==> src/rtl/cnt_seq_mon_pkg.sv <==
// -----------------------------------------------------------------------------
// cnt_seq_mon_pkg
// Shared definitions for the counter sequence monitor:
//   - mon_state_e : tracking FSM states (UNLOCKED, ACQUIRE, LOCKED)
//   - ERR_CNT_W   : width of the error tally
// -----------------------------------------------------------------------------
package cnt_seq_mon_pkg;

    typedef enum logic [1:0] {
        UNLOCKED = 2'd0,
        ACQUIRE  = 2'd1,
        LOCKED   = 2'd2
    } mon_state_e;

    localparam int unsigned ERR_CNT_W = 8;

endpackage

==> src/rtl/sat_counter.sv <==
// -----------------------------------------------------------------------------
// sat_counter
// Saturating up-counter: increments on inc_i, holds at all-ones, never wraps.
// Synchronous clear has priority over increment.
// Ports:
//   clk    : clock, rising edge
//   rst_n  : asynchronous active-low reset (count -> 0)
//   clr_i  : synchronous clear (count -> 0)
//   inc_i  : increment request
//   cnt_o  : current count (registered)
// -----------------------------------------------------------------------------
module sat_counter #(
    parameter int unsigned WIDTH = 8
) (
    input  logic             clk,
    input  logic             rst_n,
    input  logic             clr_i,
    input  logic             inc_i,
    output logic [WIDTH-1:0] cnt_o
);

    logic [WIDTH-1:0] cnt_q;
    logic [WIDTH-1:0] cnt_d;

    always_comb begin
        cnt_d = cnt_q;
        if (clr_i) begin
            cnt_d = '0;
        end else if (inc_i && (cnt_q != '1)) begin
            cnt_d = cnt_q + WIDTH'(1);
        end
    end

    always_ff @(posedge clk or negedge rst_n) begin
        if (!rst_n) begin
            cnt_q <= '0;
        end else begin
            cnt_q <= cnt_d;
        end
    end

    assign cnt_o = cnt_q;

endmodule

==> src/rtl/cnt_seq_monitor.sv <==
// -----------------------------------------------------------------------------
// cnt_seq_monitor
// Watches the output of a free-running wrap counter (0..CNT_MAX) and checks
// that each valid sample is the legal successor of the previous one. After
// LOCK_CNT consecutive correct steps it asserts 'locked'; while locked it
// reports CNT_MAX->0 wraps and sequence errors with pulses and saturating
// tallies.
//
// Ports:
//   clk        : clock, rising edge
//   rst_n      : asynchronous active-low reset
//   cnt_in     : monitored count value (CNT_WIDTH bits)
//   cnt_vld    : cnt_in is sampled this cycle
//   clear      : synchronous clear of tallies and lock (drops same-cycle sample)
//   locked     : sequence is being tracked
//   wrap_pulse : one-cycle pulse per locked CNT_MAX->0 transition
//   wrap_cnt   : saturating wrap tally (WRAP_WIDTH bits)
//   err_pulse  : one-cycle pulse per sequence error while locked
//   err_cnt    : saturating error tally (8 bits)
//
// Build option:
//   CNT_SEQ_MON_ERR_CNT_EN : when defined the error tally is built; otherwise
//                            err_cnt is constant 0 (err_pulse unaffected).
// -----------------------------------------------------------------------------
module cnt_seq_monitor
    import cnt_seq_mon_pkg::*;
#(
    parameter int unsigned CNT_WIDTH  = 8,
    parameter int unsigned CNT_MAX    = 11,
    parameter int unsigned LOCK_CNT   = 2,
    parameter int unsigned WRAP_WIDTH = 16
) (
    input  logic                  clk,
    input  logic                  rst_n,
    input  logic [CNT_WIDTH-1:0]  cnt_in,
    input  logic                  cnt_vld,
    input  logic                  clear,
    output logic                  locked,
    output logic                  wrap_pulse,
    output logic [WRAP_WIDTH-1:0] wrap_cnt,
    output logic                  err_pulse,
    output logic [ERR_CNT_W-1:0]  err_cnt
);

    localparam int unsigned EXT_W  = CNT_WIDTH + 1;
    localparam int unsigned GOOD_W = $clog2(LOCK_CNT + 1);
    localparam logic [EXT_W-1:0]  MAX_EXT  = EXT_W'(CNT_MAX);
    localparam logic [GOOD_W-1:0] LOCK_VAL = GOOD_W'(LOCK_CNT);

    mon_state_e            state_q, state_d;
    logic [CNT_WIDTH-1:0]  prev_q,  prev_d;
    logic [GOOD_W-1:0]     good_q,  good_d;
    logic                  wrap_pulse_q, wrap_pulse_d;
    logic                  err_pulse_q,  err_pulse_d;

    // Comparisons are done one bit wider so prev+1 never folds through
    // 2^CNT_WIDTH when CNT_MAX sits at the top of the range.
    logic [EXT_W-1:0] cnt_ext;
    logic [EXT_W-1:0] prev_ext;
    logic [EXT_W-1:0] exp_ext;
    logic             in_range;
    logic             match;

    assign cnt_ext  = {1'b0, cnt_in};
    assign prev_ext = {1'b0, prev_q};
    assign exp_ext  = (prev_ext < MAX_EXT) ? (prev_ext + EXT_W'(1)) : '0;
    assign in_range = (cnt_ext <= MAX_EXT);
    assign match    = (cnt_ext == exp_ext);

    always_comb begin
        state_d      = state_q;
        prev_d       = prev_q;
        good_d       = good_q;
        wrap_pulse_d = 1'b0;
        err_pulse_d  = 1'b0;

        if (clear) begin
            state_d = UNLOCKED;
            good_d  = '0;
        end else if (cnt_vld) begin
            prev_d = cnt_in;
            case (state_q)
                UNLOCKED: begin
                    if (in_range) begin
                        state_d = ACQUIRE;
                        good_d  = '0;
                    end
                end
                ACQUIRE: begin
                    if (!in_range) begin
                        state_d = UNLOCKED;
                        good_d  = '0;
                    end else if (match) begin
                        good_d = good_q + GOOD_W'(1);
                        if ((good_q + GOOD_W'(1)) == LOCK_VAL) begin
                            state_d = LOCKED;
                        end
                    end else begin
                        good_d = '0;
                    end
                end
                LOCKED: begin
                    if (match) begin
                        // A match after CNT_MAX can only be 0, so this is the wrap.
                        wrap_pulse_d = (prev_ext == MAX_EXT);
                    end else begin
                        err_pulse_d = 1'b1;
                        good_d      = '0;
                        state_d     = in_range ? ACQUIRE : UNLOCKED;
                    end
                end
                default: begin
                    state_d = UNLOCKED;
                    good_d  = '0;
                end
            endcase
        end
    end

    always_ff @(posedge clk or negedge rst_n) begin
        if (!rst_n) begin
            state_q      <= UNLOCKED;
            prev_q       <= '0;
            good_q       <= '0;
            wrap_pulse_q <= 1'b0;
            err_pulse_q  <= 1'b0;
        end else begin
            state_q      <= state_d;
            prev_q       <= prev_d;
            good_q       <= good_d;
            wrap_pulse_q <= wrap_pulse_d;
            err_pulse_q  <= err_pulse_d;
        end
    end

    assign locked     = (state_q == LOCKED);
    assign wrap_pulse = wrap_pulse_q;
    assign err_pulse  = err_pulse_q;

    sat_counter #(
        .WIDTH (WRAP_WIDTH)
    ) u_wrap_cnt (
        .clk   (clk),
        .rst_n (rst_n),
        .clr_i (clear),
        .inc_i (wrap_pulse_d),
        .cnt_o (wrap_cnt)
    );

`ifdef CNT_SEQ_MON_ERR_CNT_EN
    sat_counter #(
        .WIDTH (ERR_CNT_W)
    ) u_err_cnt (
        .clk   (clk),
        .rst_n (rst_n),
        .clr_i (clear),
        .inc_i (err_pulse_d),
        .cnt_o (err_cnt)
    );
`else
    assign err_cnt = '0;
`endif

endmodule

==> config.mk <==
export PLATFORM = sky130hd
export DESIGN_NAME = cnt_seq_monitor
export DESIGN_NICKNAME = d
export VERILOG_FILES = /design/src/rtl/cnt_seq_mon_pkg.sv /design/src/rtl/sat_counter.sv /design/src/rtl/cnt_seq_monitor.sv
export SDC_FILE = /design/constraint.sdc
export NUM_CORES = 1
export LEC_CHECK = 0
export BUFFER_PORTS_ARGS = -buffer_cell sky130_fd_sc_hd__buf_2
export CORE_ASPECT_RATIO = 0.5
export CORE_MARGIN = 5
export CORE_UTILIZATION = 59
export DETAILED_ROUTE_END_ITERATION = 7
export GPL_TIMING_DRIVEN = 0
export PLACE_DENSITY = 0.81
export SLEW_MARGIN = 20
export SYNTH_ARGS = -nofsm -noshare
export SYNTH_HDL_FRONTEND = slang
export SYNTH_SLANG_ARGS = --single-unit
==> constraint.sdc <==
create_clock -name clk -period 6.3 [get_ports clk]
set_input_delay 1.26 -clock clk [delete_from_list [all_inputs] [get_ports clk]]
set_output_delay 1.26 -clock clk [all_outputs]
set_load 0.02 [all_outputs]
==> results.sh, run 1 <==
export IMPL_cts_tree="done"
export IMPL_crit_slowest_cell="nor4_1"
export IMPL_yosysTopAreaCellShare_pct=40.0
export IMPL_cp_data_arrival_time_ns=3.15
export IMPL_wl_um=4110
export IMPL_cts_buffers=5
export IMPL_hold_violations=0
export IMPL_final_util_pct=72.4
export IMPL_fin_nets=246
export IMPL_vdd_drop_max_v=0.000127
export IMPL_final_period_utilization_pct=47.3
export IMPL_synth_area_leaders="dfrtp_1 (40%), mux2_2 (4.8%), or3_1 (4.0%)"
export IMPL_clkSinkCount=30
export IMPL_drv_slew=0
export IMPL_fin_ws_ns=3.32
export IMPL_synth_seq_cells=30
export IMPL_worst_pin_slew_ns=0.683
export IMPL_port_buffers=30
export IMPL_n_antenna_cell=0
export IMPL_via_per_inst=5.82
export IMPL_track_usage_pct=19.6
export IMPL_path_cells="buf_2 -> nor4_1 -> nand3b_1 -> o21ai_1 -> o21ai_2 -> nor4b_1 -> mux2_1"
export IMPL_seqCellArea_um2=751
export IMPL_die_area_um2=4480
export IMPL_grt_pass1_vias=1531
export IMPL_ys_seq_area_share_pct=40.0
export IMPL_crit_fanout=7
export IMPL_hold_class="reg -> reg"
export IMPL_cpPeakStageDelay_ns=0.47
export IMPL_status="complete, no violations"
export IMPL_routedWlPerCell_um=15.1
export IMPL_rsz0062_at_grt="no"
export IMPL_syn_inst=187
export IMPL_placementRows=14
export IMPL_grt_max_degree=31
export IMPL_startpoint_type="primary input"
export IMPL_ctsResizeCount=0
export IMPL_drt_iter0_drc=94
export IMPL_hold_buffers=0
export IMPL_cp_end_kind="flip-flop"
export IMPL_gp_congestion=0.870
export IMPL_start_util_pct=61.9
export IMPL_area_delta_synth_final_pct=16.9
export IMPL_async_flop_share_pct=100
export IMPL_synth_warnings=0
export IMPL_clock_latency_ns=0.29
export IMPL_maxCapViolCount=0
export IMPL_criticalPathCategory="in -> reg"
export IMPL_ys_types=55
export IMPL_cp_required_ns=6.47
export IMPL_synth_edf_count=0
export IMPL_fp_dieW_um=89.8
export IMPL_grt_antenna_before_repair=0
export IMPL_crit_family="simple AND/OR/NAND/NOR gates"
export IMPL_final_antenna_net_count=0
export IMPL_syn_area_um2=1880
export IMPL_cts_clk_slew_worst_paths_ns=0.07
export IMPL_postCtsSetupRepairBufs=0
export IMPL_grt_overflow_total=0
export IMPL_power_leakage_uw=0.000983
export IMPL_place_ws_ns=3.06
export IMPL_fillCellCount=228
export IMPL_hpwl_um=2970
export IMPL_fin_area_um2=2190
export IMPL_min_period_ns=2.98
export IMPL_detail_route_first_pass_iterations=4
export IMPL_htreeDepth=2
export IMPL_max_slew_margin_rel_pct=54.4
export IMPL_drcViolationCount=0
export IMPL_max_freq_mhz=336
export IMPL_core_area_um2=3030
export IMPL_die_y_um=49.9
export IMPL_hold_slack_ns=0.519
export IMPL_setup_viol=0
export IMPL_grt_pass1_wl_um=7120
export IMPL_ctsLongestPathBuffers=2
export IMPL_syn_area_per_cell_um2=10.0
export IMPL_finalSetupTns_ns=0
export IMPL_worst_path_buf_inv=1
export IMPL_fin_skew_ns=0.00873
export IMPL_drive_gt1_share_pct=29.3
export IMPL_root_buffer="clkbuf_8"
export IMPL_multi_input_area_um2=1000
export IMPL_power_density_nw_per_um2=195
export IMPL_via_count=1583
export IMPL_ios=39
export IMPL_placed_cell_area_um2=2100
export IMPL_synth_top_area_cell="dfrtp_1"
export IMPL_synth_top_flop_cell="dfrtp_1"
export IMPL_final_cell_mix="dfrtp_1 (30), buf_2 (30), o21ai_1 (13), a21oi_1 (13), or3_1 (12)"
## state kept, by name, summed over array words and instances (netlist names)
| register | count |
|---|---|
| u_wrap_cnt.cnt_o | 16 |
| err_pulse | 1 |
| prev_q | 8 |
| state_q | 2 |
| good_q | 2 |
| wrap_pulse | 1 |
## per-stage QoR
step	cells	power, uW
after floorplan	194	251
after global placement	264	266
after detailed placement	264	268
after CTS	272	430
after global routing	272	449
final	272	428
## logic make-up after synthesis
group | share of synthesized area (%)
AO/OA/AOI/OAI | 15.9
XOR/XNOR | 1.40
adder cells (fa/ha/maj) | 2.00
buffers and inverters | 7.87
flip-flops | 40.0
multiplexers | 7.13
other | 0.200
AND/OR/NAND/NOR | 25.5
## final timing paths
kind / endpoint / slack (ns) / from / cells past startpoint
worst max-delay path: u_wrap_cnt.cnt_o[8] / 3.32 / cnt_in[6] / 7
worst min-delay path: good_q[1] / 0.52 / good_q[1] / 2
worst max register to register: u_wrap_cnt.cnt_o[8] / 3.66 / prev_q[0] / 7
worst min register to register: good_q[1] / 0.52 / good_q[1] / 2
max in group asynchronous: state_q[0] / 4.83 / rst_n / 1
min in group asynchronous: prev_q[4] / 1.01 / rst_n / 1
## synthesized netlist by cell type, types with 2 or more instances
cell / n
a21oi_1: 13
a21oi_4: 2
a31oi_1: 2
and3_1: 2
and4_1: 2
buf_4: 9
buf_6: 3
clkbuf_1: 2
dfrtp_1: 30
ha_1: 3
inv_1: 4
mux2_1: 3
mux2_2: 8
nand2_1: 8
nand2b_1: 2
nand3_1: 7
nand3b_1: 3
nand4_1: 3
nor2_1: 9
nor2b_1: 7
nor4_1: 2
nor4b_1: 2
o21ai_1: 13
o31ai_1: 3
or3_1: 12
or4_1: 2
or4_4: 2
xnor2_1: 2
## power by group
group / total, uW / switching (uW) / internal, uW
clock network: 163 / 75.3 / 88.0
logic: 56.0 / 29.3 / 26.7
registers: 209 / 8.26 / 200
total: 428 / 113 / 315
## worst min-delay path, stage by stage (launching register included)
cell	delay, ns
dfrtp_1	0.32
inv_1	0.05
o32ai_1	0.10
## routing by layer
metal	vias to the layer above	part of all wire, %	track usage [%]
met1	748	44	24.4
met4	0	1.1	7.04
met2	56	47	32.4
li1	774	-	-
met5	-	0	0
met3	5	7.3	5.93
## area by class of cell
| class | instances | share of cell area (%) |
|---|---|---|
| tap | 40 | 2.28 |
| multi-input combinational | 144 | 45.8 |
| clock inverter | 1 | 0.228 |
| inverter | 4 | 0.684 |
| timing repair buffer | 30 | 6.84 |
| sequential | 30 | 34.2 |
| buffer | 16 | 6.04 |
| clock buffer | 7 | 3.93 |
Note: power is estimated with default switching activity, not from simulation.
==> run 2, diff against run 1 <==
--- a/config.mk
+++ b/config.mk
@@ -5,13 +5,14 @@
 export SDC_FILE = /design/constraint.sdc
 export NUM_CORES = 1
 export LEC_CHECK = 0
+export ABC_AREA = 1
 export BUFFER_PORTS_ARGS = -buffer_cell sky130_fd_sc_hd__buf_2
 export CORE_ASPECT_RATIO = 0.5
 export CORE_MARGIN = 5
-export CORE_UTILIZATION = 59
+export CORE_UTILIZATION = 55
 export DETAILED_ROUTE_END_ITERATION = 7
 export GPL_TIMING_DRIVEN = 0
-export PLACE_DENSITY = 0.81
+export PLACE_DENSITY = 0.75
 export SLEW_MARGIN = 20
 export SYNTH_ARGS = -nofsm -noshare
 export SYNTH_HDL_FRONTEND = slang
==> constraint.sdc (replaced) <==
create_clock -name clk -period 3 [get_ports clk]
set_input_delay 0.6 -clock clk [delete_from_list [all_inputs] [get_ports clk]]
set_output_delay 0.6 -clock clk [all_outputs]
set_load 0.02 [all_outputs]
==> run 2 against run 1 <==
Via count grew 29%. Register-to-register slack lost 2.9 ns. Count of clock-buffer cells in the layout shrank 1. Largest cell class unchanged. Critical path depth grew 7. Power grew to 2.6 times the previous value. Setup slack lost 2.6 ns. Clock power grew to 3.2 times the previous value. Worst hold slack lost 0.18 ns. Non-clock buffer count shrank 1. First-iteration DRC count shrank 23%. Routed wire length grew 21%. Largest power group is now the clock network. Core utilization shrank 3.0 points.
==> results.sh, run 2 <==
export IMPL_gp_congestion=0.918
export IMPL_via_per_inst=5.27
export IMPL_clkSinkCount=30
export IMPL_mostFrequentLayoutCell="nand2_1"
export IMPL_cts_buffers=5
export IMPL_rrSetupSlack_ns=0.71
export IMPL_ys_seq_area_share_pct=36.3
export IMPL_ios=39
export IMPL_final_period_utilization_pct=76.3
export IMPL_drv_slew=0
export IMPL_hpwl_um=3600
export IMPL_drcViolationCount=0
export IMPL_fin_area_um2=2450
export IMPL_core_area_um2=3530
export IMPL_fin_nets=350
export IMPL_multi_input_area_um2=1070
export IMPL_synth_area_leaders="dfrtp_1 (36%), nand2_1 (12%), nand3_1 (9.4%)"
export IMPL_placed_cell_area_um2=2310
export IMPL_synth_seq_cells=30
export IMPL_power_leakage_uw=0.00140
export IMPL_cts_tree="done"
export IMPL_cp_data_arrival_time_ns=2.46
export IMPL_clock_latency_ns=0.29
export IMPL_power_density_nw_per_um2=453
export IMPL_die_y_um=53.4
export IMPL_final_cell_mix="nand2_1 (64), inv_1 (41), nand3_1 (39)"
export IMPL_rsz0062_at_grt="no"
export IMPL_yosysTopAreaCellShare_pct=36.3
export IMPL_p_int_uw=826
export IMPL_hold_buffers=0
export IMPL_hold_violations=0
export IMPL_dp_cells=379
export IMPL_synth_fa_ha_area_share_pct=1.81
export IMPL_ys_types=28
export IMPL_final_antenna_net_count=0
export IMPL_area_delta_synth_final_pct=18.5
export IMPL_grt_pass1_vias=1853
export IMPL_finalSetupTns_ns=0
export IMPL_max_slew_margin_rel_pct=55.7
export IMPL_synth_edf_count=0
export IMPL_drive_gt1_share_pct=18.5
export IMPL_via_count=2041
export IMPL_synth_top_flop_cell="dfrtp_1"
export IMPL_largest_register_ffs=16
export IMPL_fp_dieW_um=96.7
export IMPL_syn_inst=291
export IMPL_hold_class="in -> async"
export IMPL_min_period_ns=2.29
export IMPL_grt_max_degree=31
export IMPL_synthTopCellsByCount="nand2_1 (64), inv_1 (41), nand3_1 (39)"
export IMPL_worst_pin_slew_ns=0.664
export IMPL_root_buffer="clkbuf_8"
export IMPL_htreeDepth=2
export IMPL_fin_skew_ns=0.00873
export IMPL_cp_required_ns=3.17
export IMPL_synth_warnings=0
export IMPL_power_frac_comb_pct=13.7
export IMPL_postCtsSetupRepairBufs=0
export IMPL_ctsResizeCount=0
export IMPL_ctsLongestPathBuffers=2
export IMPL_vdd_drop_max_v=0.000279
export IMPL_grt_overflow_total=0
export IMPL_synth_top_family_by_area="simple AND/OR/NAND/NOR gates"
export IMPL_syn_area_um2=2070
export IMPL_final_cells=387
export IMPL_ff2ff_path_depth=14
export IMPL_r2r_start="prev_q[0]"
export IMPL_port_buffers=30
export IMPL_die_area_um2=5160
export IMPL_final_util_pct=69.5
export IMPL_syn_area_per_cell_um2=7.11
export IMPL_status="complete, no violations"
export IMPL_track_usage_pct=20.7
export IMPL_max_freq_mhz=437
export IMPL_detail_route_first_pass_iterations=4
export IMPL_grt_pass1_wl_um=8630
export IMPL_crit_start="prev_q[0]"
export IMPL_post_synth_top_count_cell="nand2_1"
export IMPL_synth_mux_area_share_pct=0
export IMPL_start_util_pct=58.6
export IMPL_synth_compound_area_share_pct=3.51
export IMPL_seqCellArea_um2=751
export IMPL_routedWlPerCell_um=12.8
export IMPL_drt_iter0_drc=72
export IMPL_p_sw_uw=285
export IMPL_async_flop_share_pct=100
export IMPL_crit_fanout=10
export IMPL_wl_um=4950
export IMPL_setup_viol=0
export IMPL_synth_simple_area_share_pct=38.6
export IMPL_clkPwrFrac_pct=46.8
export IMPL_synth_top_area_cell="dfrtp_1"
export IMPL_seqPwrFrac_pct=39.4
export IMPL_fillCellCount=304
export IMPL_n_antenna_cell=0
export IMPL_cp_end_kind="flip-flop"
export IMPL_startpoint_type="flip-flop"
export IMPL_cts_clk_slew_worst_paths_ns=0.07
export IMPL_placementRows=15
export IMPL_synthXorXnorAreaFrac_pct=6.35
export IMPL_switching_share_pct=25.7
export IMPL_grt_antenna_before_repair=0
export IMPL_maxCapViolCount=0
export IMPL_criticalPathCategory="reg -> reg"
-- run 2: logic make-up after synthesis --
kind of cell | Yosys count
AND/OR/NAND/NOR | 168
buffers and inverters | 60
flip-flops | 30
XOR/XNOR | 15
AO/OA/AOI/OAI | 14
adder cells (fa/ha/maj) | 3
other | 1
-- run 2: per-stage QoR --
| step | power, uW | hold slack (ns) | worst slack [ns] |
|---|---|---|---|
| after floorplan | 552 | 0.304 | 1.10 |
| after detailed placement | 597 | 0.478 | 0.664 |
| after global placement | 592 | 0.466 | 0.689 |
| after CTS | 1120 | 0.373 | 0.715 |
| final | 1110 | 0.343 | 0.712 |
| after global routing | 1170 | 0.412 | 0.492 |
-- run 2: cell type report --
class | instances | area share, %
timing repair buffer | 30 | 6.13
tap | 51 | 2.60
clock buffer | 6 | 3.37
buffer | 15 | 4.29
clock inverter | 2 | 2.45
multi-input combinational | 208 | 43.6
inverter | 45 | 6.89
sequential | 30 | 30.6
-- run 2: path summary, 6_finish.rpt --
path                                        endpoint
worst max-delay path            u_wrap_cnt.cnt_o[11]
worst min-delay path            u_wrap_cnt.cnt_o[12]
worst max register to register  u_wrap_cnt.cnt_o[11]
worst min register to register             prev_q[6]
max in group asynchronous        u_wrap_cnt.cnt_o[5]
min in group clk                           prev_q[6]
-- run 2: worst max-delay path, cell delays in order (launching register included) --
cell,delay (ns)
dfrtp_1,0.40
ha_1,0.28
nor2_1,0.14
nor2_2,0.06
nor2_4,0.14
nand3_1,0.11
nand2_1,0.10
inv_1,0.04
nor2_1,0.15
nand2_1,0.09
nor2_2,0.11
nand4_2,0.20
buf_6,0.22
nand3_1,0.06
nand2_1,0.06
-- run 2: per-layer routing --
metal | track usage [%] | vias to the layer above | share of wire (%)
met5 | 0 | - | 0
met4 | 5.59 | 0 | 0.57
met3 | 5.39 | 4 | 7.0
met2 | 33.2 | 66 | 45
met1 | 27.8 | 958 | 47
li1 | - | 1013 | -
-- run 2: power groups by stage --
| stage | clock [uW] | combinational (uW) | sequential, uW |
|---|---|---|---|
| after CTS | 530 | 152 | 438 |
| after floorplan | 0 | 110 | 442 |
| after global routing | 552 | 175 | 441 |
| final | 521 | 153 | 438 |
| after detailed placement | 0 | 151 | 446 |
| after global placement | 0 | 147 | 445 |
